**src/rtl/mem_bridge.sv**
```systemverilog
// mem_bridge: links the multicycle control FSM to a handshaked external memory.
// Latches the address/data/control for each access, raises stall while the
// access is in flight, and captures read data into instr or mdr on ack.
// Optional feature macro: MEM_TIMEOUT_EN adds a BUSY-cycle watchdog that
// abandons an access after TIMEOUT_CYCLES cycles without ack and sets err.
module mem_bridge #(
    parameter int DATA_W         = 32,
    parameter int TIMEOUT_CYCLES = 255
) (
    input  logic              clk,
    input  logic              reset,
    input  logic              IorD,
    input  logic              MemRead,
    input  logic              MemWrite,
    input  logic              IRWrite,
    input  logic [DATA_W-1:0] pc,
    input  logic [DATA_W-1:0] alu_out,
    input  logic [DATA_W-1:0] wdata,
    output logic [DATA_W-1:0] mem_addr,
    output logic [DATA_W-1:0] mem_wdata,
    output logic              mem_req,
    output logic              mem_we,
    input  logic [DATA_W-1:0] mem_rdata,
    input  logic              mem_ack,
    output logic [DATA_W-1:0] instr,
    output logic [5:0]        Op,
    output logic [DATA_W-1:0] mdr,
    output logic              stall,
    output logic              err
);

`ifdef MEM_TIMEOUT_EN
    localparam bit WD_EN = 1'b1;
`else
    localparam bit WD_EN = 1'b0;
`endif

    // The watchdog fires in the BUSY cycle that would be the TIMEOUT_CYCLES-th.
    localparam logic [7:0] TIMEOUT_LAST = 8'(TIMEOUT_CYCLES - 1);

    typedef enum logic [1:0] {
        IDLE = 2'd0,
        BUSY = 2'd1,
        DONE = 2'd2
    } state_t;

    state_t     state;
    state_t     next_state;
    logic       ir_flag;
    logic [7:0] wd_count;
    logic       timeout;
    logic       start;

    assign Op      = instr[31:26];
    assign timeout = WD_EN && (wd_count == TIMEOUT_LAST);

    // State register; reset abandons any in-flight access.
    always_ff @(posedge clk) begin
        if (reset) begin
            state <= IDLE;
        end else begin
            state <= next_state;
        end
    end

    // Next-state selection and the combinational stall to the control FSM.
    always_comb begin
        next_state = state;
        stall      = 1'b0;
        start      = 1'b0;
        case (state)
            IDLE: begin
                if (MemRead || MemWrite) begin
                    start      = 1'b1;
                    stall      = 1'b1;
                    next_state = BUSY;
                end
            end
            BUSY: begin
                stall = 1'b1;
                if (mem_ack || timeout) begin
                    next_state = DONE;
                end
            end
            DONE: begin
                next_state = IDLE;
            end
            default: begin
                next_state = IDLE;
            end
        endcase
    end

    // Request latching, read-data capture, watchdog count and sticky error.
    always_ff @(posedge clk) begin
        if (reset) begin
            mem_addr  <= '0;
            mem_wdata <= '0;
            mem_req   <= 1'b0;
            mem_we    <= 1'b0;
            instr     <= '0;
            mdr       <= '0;
            err       <= 1'b0;
            ir_flag   <= 1'b0;
            wd_count  <= '0;
        end else if (start) begin
            mem_addr  <= IorD ? alu_out : pc;
            mem_wdata <= wdata;
            mem_we    <= MemWrite;
            ir_flag   <= IRWrite;
            mem_req   <= 1'b1;
            wd_count  <= '0;
            if (MemRead && MemWrite) begin
                err <= 1'b1;
            end
        end else if (state == BUSY) begin
            if (mem_ack) begin
                mem_req <= 1'b0;
                mem_we  <= 1'b0;
                if (!mem_we) begin
                    if (ir_flag) begin
                        instr <= mem_rdata;
                    end else begin
                        mdr <= mem_rdata;
                    end
                end
            end else if (timeout) begin
                mem_req <= 1'b0;
                mem_we  <= 1'b0;
                err     <= 1'b1;
            end else if (WD_EN) begin
                wd_count <= wd_count + 8'd1;
            end
        end
    end

endmodule
```
**config.mk**
```make
export PLATFORM = sky130hd
export DESIGN_NAME = mem_bridge
export DESIGN_NICKNAME = d
export VERILOG_FILES = /design/src/rtl/mem_bridge.sv
export SDC_FILE = /design/constraint.sdc
export NUM_CORES = 1
export LEC_CHECK = 0
export ABC_CLOCK_PERIOD_IN_PS = 2900
export CAP_MARGIN = 40
export CORE_AREA = 10 10 124 126
export CTS_CLUSTER_SIZE = 16
export DETAILED_ROUTE_END_ITERATION = 8
export DIE_AREA = 0 0 134 136
export GPL_ROUTABILITY_DRIVEN = 0
export PLACE_DENSITY = 0.85
export SLEW_MARGIN = 20
export SYNTH_ARGS = -nofsm -noshare
export SYNTH_HDL_FRONTEND = slang
export SYNTH_SLANG_ARGS = --single-unit
```
**constraint.sdc**
```tcl
create_clock -name clk -period 2.9 [get_ports clk]
set_input_delay 0.58 -clock clk [delete_from_list [all_inputs] [get_ports clk]]
set_output_delay 0.58 -clock clk [all_outputs]
set_load 0.01 [all_outputs]
```
======== After elaboration in Yosys (flattened, before gate mapping) ========
Index checks and enable logic that the tools add are counted.
word-level totals
  input port bits ......................... 135
  flip-flop bits (word level) ............. 134
cells by class
  reduce and logical (&&, ||, !) cells .... 10
  bitwise operators ....................... 3
  muxes and demuxes ....................... 11
  equal/unequal tests ..................... 3
operator list
  cell                                                             number
  32-bit two-way mux                                               1
  5-bit AND reduction                                              2
  1-bit two-way mux                                                6
  2-bit AND reduction                                              3
  2-bit two-way mux                                                2
  2-bit inequality test, second input constant                     2
  2-bit one-hot mux with 2 select lines                            1
  2-bit nonzero test                                               2
  1-bit NOT                                                        3
  2-bit by 1-bit == test with 1-bit output, second input constant  1
  2-bit zero test                                                  1
  1-bit one-hot mux with 2 select lines                            1
  1-bit logical AND                                                1
  1-bit logical OR                                                 1

======== Longest topological paths before layout ========
  word-level depth ........................ 5
  depth in mapped cells ................... 6

======== Least setup slack after synthesis ========
Ideal clock, no wire load.
  kind .................................... input to output
  start ................................... in MemWrite
  end ..................................... out stall
  arrival ................................. 1.320 ns
  setup slack ............................. 1.000 ns
  stages .................................. 5
  path through ............................ or2_2 > clkbuf_1 > buf_2 > nor2_1 > nor2_1
on the way
  cells in the longest elaborated chain, start to end .. 3
ends and longest elaborated chain
  item                                   line  text
  from (decl)                            14    input logic MemWrite,
  1-bit logical OR                       73    if (MemRead || MemWrite) begin
  1-bit two-way mux                      73
  1-bit one-hot mux with 2 select lines  71    case (state)
  to (decl)                              28    output logic stall,
Every way passes these cells.

======== Worst setup path after layout ========
Ends and elaborated chain as after synthesis.

==> key figures <==
Global routing
  – Total track usage: 20.0%
  – First-pass GRT wire length: 29400 µm
  – Via count of the first global-routing pass: 5419
  – Number of antenna violations at the first check in global routing: 0
  – GR Overflow Total: 0
  – Largest net degree at the start of global routing: 68

Final layout
  – Number of filler instances in the final layout: 973
  – Multi-input combinational cell area: 0.00262 mm²
  – Final design instance area without fill: 0.00897 mm²
  – Layout Area Growth over Synthesis: 60.2%
  – Final cell utilization of the core: 69.1%
  – Count of inserted antenna diode cells: 0
  – Storage cell area: 0.00268 mm²
  – Nets@finish: 947
  – Fraction of final layout cells sized beyond drive strength 1: 5.58%

Critical path
  – Slowest stage cell on the critical path: clkdlybuf4s50_1
  – Family with the most delay on the worst path: buffers and inverters
  – Kind of start point of the critical path: primary input
  – Worst path bufs/invs: 2
  – Maximum fanout encountered on the critical timing path: 4
  – Critical setup path kind: primary input to output pin
  – Maximum single-stage delay on the critical path: 530 ps
  – Endpoint required time on the critical path: 2320 ps
  – Data arrival time of the critical path: 2110 ps
  – Endpoint kind of the worst setup timing path: output pin
  – Critical Path, Cell by Cell: clkdlybuf4s50_1, or2_2, nor2_1, nor2_1, clkdlybuf4s50_1

Routing
  – Drc violations: 0
  – Total routed wire length on the met1 layer: 7230 µm
  – Routed wire length on met3: 2040 µm
  – Vias per inst: 5.15
  – Total detailed-routing wirelength: 18800 µm
  – Via total after detailed routing: 5154
  – Initial DRC count: 266
  – DRT Pass-1 Iters: 4
  – Avg WL per Cell: 18.8 µm
  – Number of nets with antenna violations after routing: 0
  – Highest metal layer with signal wires: met4
  – Met2 Routed Length: 9080 µm

Clock network
  – H-tree depth reported by CTS: 4
  – Number of post-CTS setup repair buffers: 0
  – Clock latency on the worst-skew pair: 410 ps
  – CTS Sinks: 134
  – Clock tree from TritonCTS: done
  – Max Root-Sink Buffers: 2
  – CTS root buffer: clkbuf_16
  – Number of buffers added by the clock tree synthesis step: 17
  – Clock slew seen by the registers of the worst setup and hold paths: 50 ps
  – Number of hold buffers added after cts: 0
  – Post-CTS resize count: 0

STA
  – Endpoints failing hold: 0
  – Unrepaired setup endpoints after global routing: no
  – Setup TNS: 0 ps
  – Share of the clock period used by the worst path after layout: 92.7%
  – Pins Over Slew Limit: 0
  – Total setup violations reported at the end of the flow: 0
  – Worst clock skew: 6.69 ps
  – Max Fclk: 0.372 GHz
  – Rel. slew slack: 47.4%
  – Slew at the pin with the worst max-slew slack: 788 ps
  – Minimum period implied by the final worst setup slack: 2690 ps

Logic synthesis
  – FF+latch count, synth: 134
  – Post-Syn Area: 0.00560 mm²
  – Yosys cell types: 24
  – Sequential-to-total area share from yosys stat: 47.9%
  – Post-synth top area cell: dfxtp_1
  – Synth top area share: 47.9%
  – Yosys warnings: 0
  – Post-Syn Nets: 708
  – Post-Syn Area per Cell: 9.77 µm²
  – Largest cells by area after synthesis: dfxtp_1 (48%), mux2i_1 (17%), nand2b_1 (11%)
  – Cells after synthesis: 573

Die
  – Die Outline Area: 0.0182 mm²
  – Number of ports placed on the die boundary: 273
  – Die width: 134 µm
  – Die Y-Extent: 136 µm
  – Initial core utilization: 43.1%
  – Placeable core region: 0.0130 mm²
  – Number of standard-cell rows in the floorplan: 42

Power
  – Leak Pwr: 3.44 nW
  – Total net switching power: 1.21 mW
  – Total power divided by cell area: 577 mW/mm²
  – Int Power: 3.96 mW
  – Worst-case vdd ir drop: 343 µV
  – Share of total power in the clock network: 43.6%
  – Power share of the sequential group: 39.2%
  – Portion of total power attributed to combinational logic: 17.2%
  – Switching part of the total power: 23.4%

Place
  – Standard cell area after detailed placement: 0.00832 mm²
  – Count of input and output buffers: 272
  – Final HPWL from detailed placement: 14200 µm

Worst hold path
  – Worst min-delay path class: flop to flop

Run status
  – Outcome: finished, final reports clean

Job
  – # Max-Cap Violations: 0
per-layer routing:
layer,vias up,global-route usage (%)
met5,-,0
met4,0,8.10
met3,29,10.2
met2,242,33.0
met1,2414,21.4
li1,2469,-
area by class of cell:
| cell class | count | area share [%] |
|---|---|---|
| Tap cell | 176 | 2.46 |
| Sequential cell | 134 | 29.9 |
| Timing Repair Buffer | 281 | 31.4 |
| Clock inverter | 9 | 1.65 |
| Multi-Input combinational cell | 378 | 29.2 |
| Clock buffer | 23 | 5.33 |
registers in the layout, summed over array words and instances, names as in the netlist:
| signal | cells |
|---|---|
| mem_wdata | 32 |
| state | 2 |
| mdr | 32 |
| err | 1 |
| mem_req | 1 |
| ir_flag | 1 |
| mem_we | 1 |
| instr | 32 |
| mem_addr | 32 |
stage by stage:
| step | hold WS [ps] | std cells | power, mW | setup slack (ps) |
|---|---|---|---|---|
| 2_1_floorplan | 468 | 573 | 2.45 | 1000 |
| 3_3_place_gp | 453 | 968 | 2.92 | 212 |
| 3_5_place_dp | 462 | 968 | 2.95 | 213 |
| 4_1_cts | 474 | 1000 | 5.22 | 199 |
| 5_1_grt | 491 | 1001 | 5.38 | 125 |
| 6_report | 472 | 1001 | 5.17 | 211 |
Yosys cell counts:
cell      instances
nor2b_1           1
nor3_1            1
or2_1             1
a211oi_1         32
dfxtp_1         134
nand2_2           1
buf_6             5
nand3_1          33
buf_2            10
nor4b_1           1
mux2i_1          96
or2_2             1
nand2_1           1
buf_1             2
a31oi_1           1
nand2b_1         98
or4_4             1
o21ai_0          35
a21o_1            1
nor4b_4           1
nor2_1            6
buf_4             9
a21oi_1          67
clkbuf_1         35
final timing paths:
kind / slack, ps / startpoint / cells past startpoint / to
worst max-delay path: 210 / MemWrite / 5 / stall
worst min-delay path: 470 / instr[19] / 2 / instr[19]
worst max register to register: 1170 / state[0] / 3 / mdr[15]
worst min register to register: 470 / instr[19] / 2 / instr[19]
worst register-to-register path, delay by kind of cell (launching register included):
| kind | cells | cell delay (ps) |
|---|---|---|
| simple gates | 2 | 880 |
| mux | 1 | 230 |
| flops | 1 | 470 |
placed cells by master (no fill, tap or decap), types with 2 or more instances in the layout:
cell type        netlist  layout
nand2b_1              98      98
nor2_1                 6       4
buf_12                 0       3
mux2i_1               96      96
clkinv_2               0       4
o21ai_0               35      35
nand3_1               33      33
buf_4                  9       7
nor2_4                 0       2
dfxtp_1              134     134
clkbuf_8               0       3
bufinv_16              0       4
a21oi_1               67      67
a211oi_1              32      32
clkdlybuf4s50_1        0     270
clkbuf_16              0      17
clkbuf_1              35       3
cell families after synthesis:
kind of cell / Yosys count / synth area share, %
buf+inv: 61 / 5.59
mux: 96 / 17.2
compound gates: 136 / 13.7
flops: 134 / 47.9
simple gates: 146 / 15.7
power groups by stage:
| stage | Combinational [mW] | Clock (mW) | Sequential, mW |
|---|---|---|---|
| after floorplan | 0.339 | 0 | 2.11 |
| after global placement | 0.865 | 0 | 2.06 |
| after detailed placement | 0.891 | 0 | 2.06 |
| after CTS | 0.896 | 2.30 | 2.03 |
| after global routing | 0.961 | 2.38 | 2.04 |
| final | 0.889 | 2.26 | 2.03 |
Power figures use the tool's default switching activity.
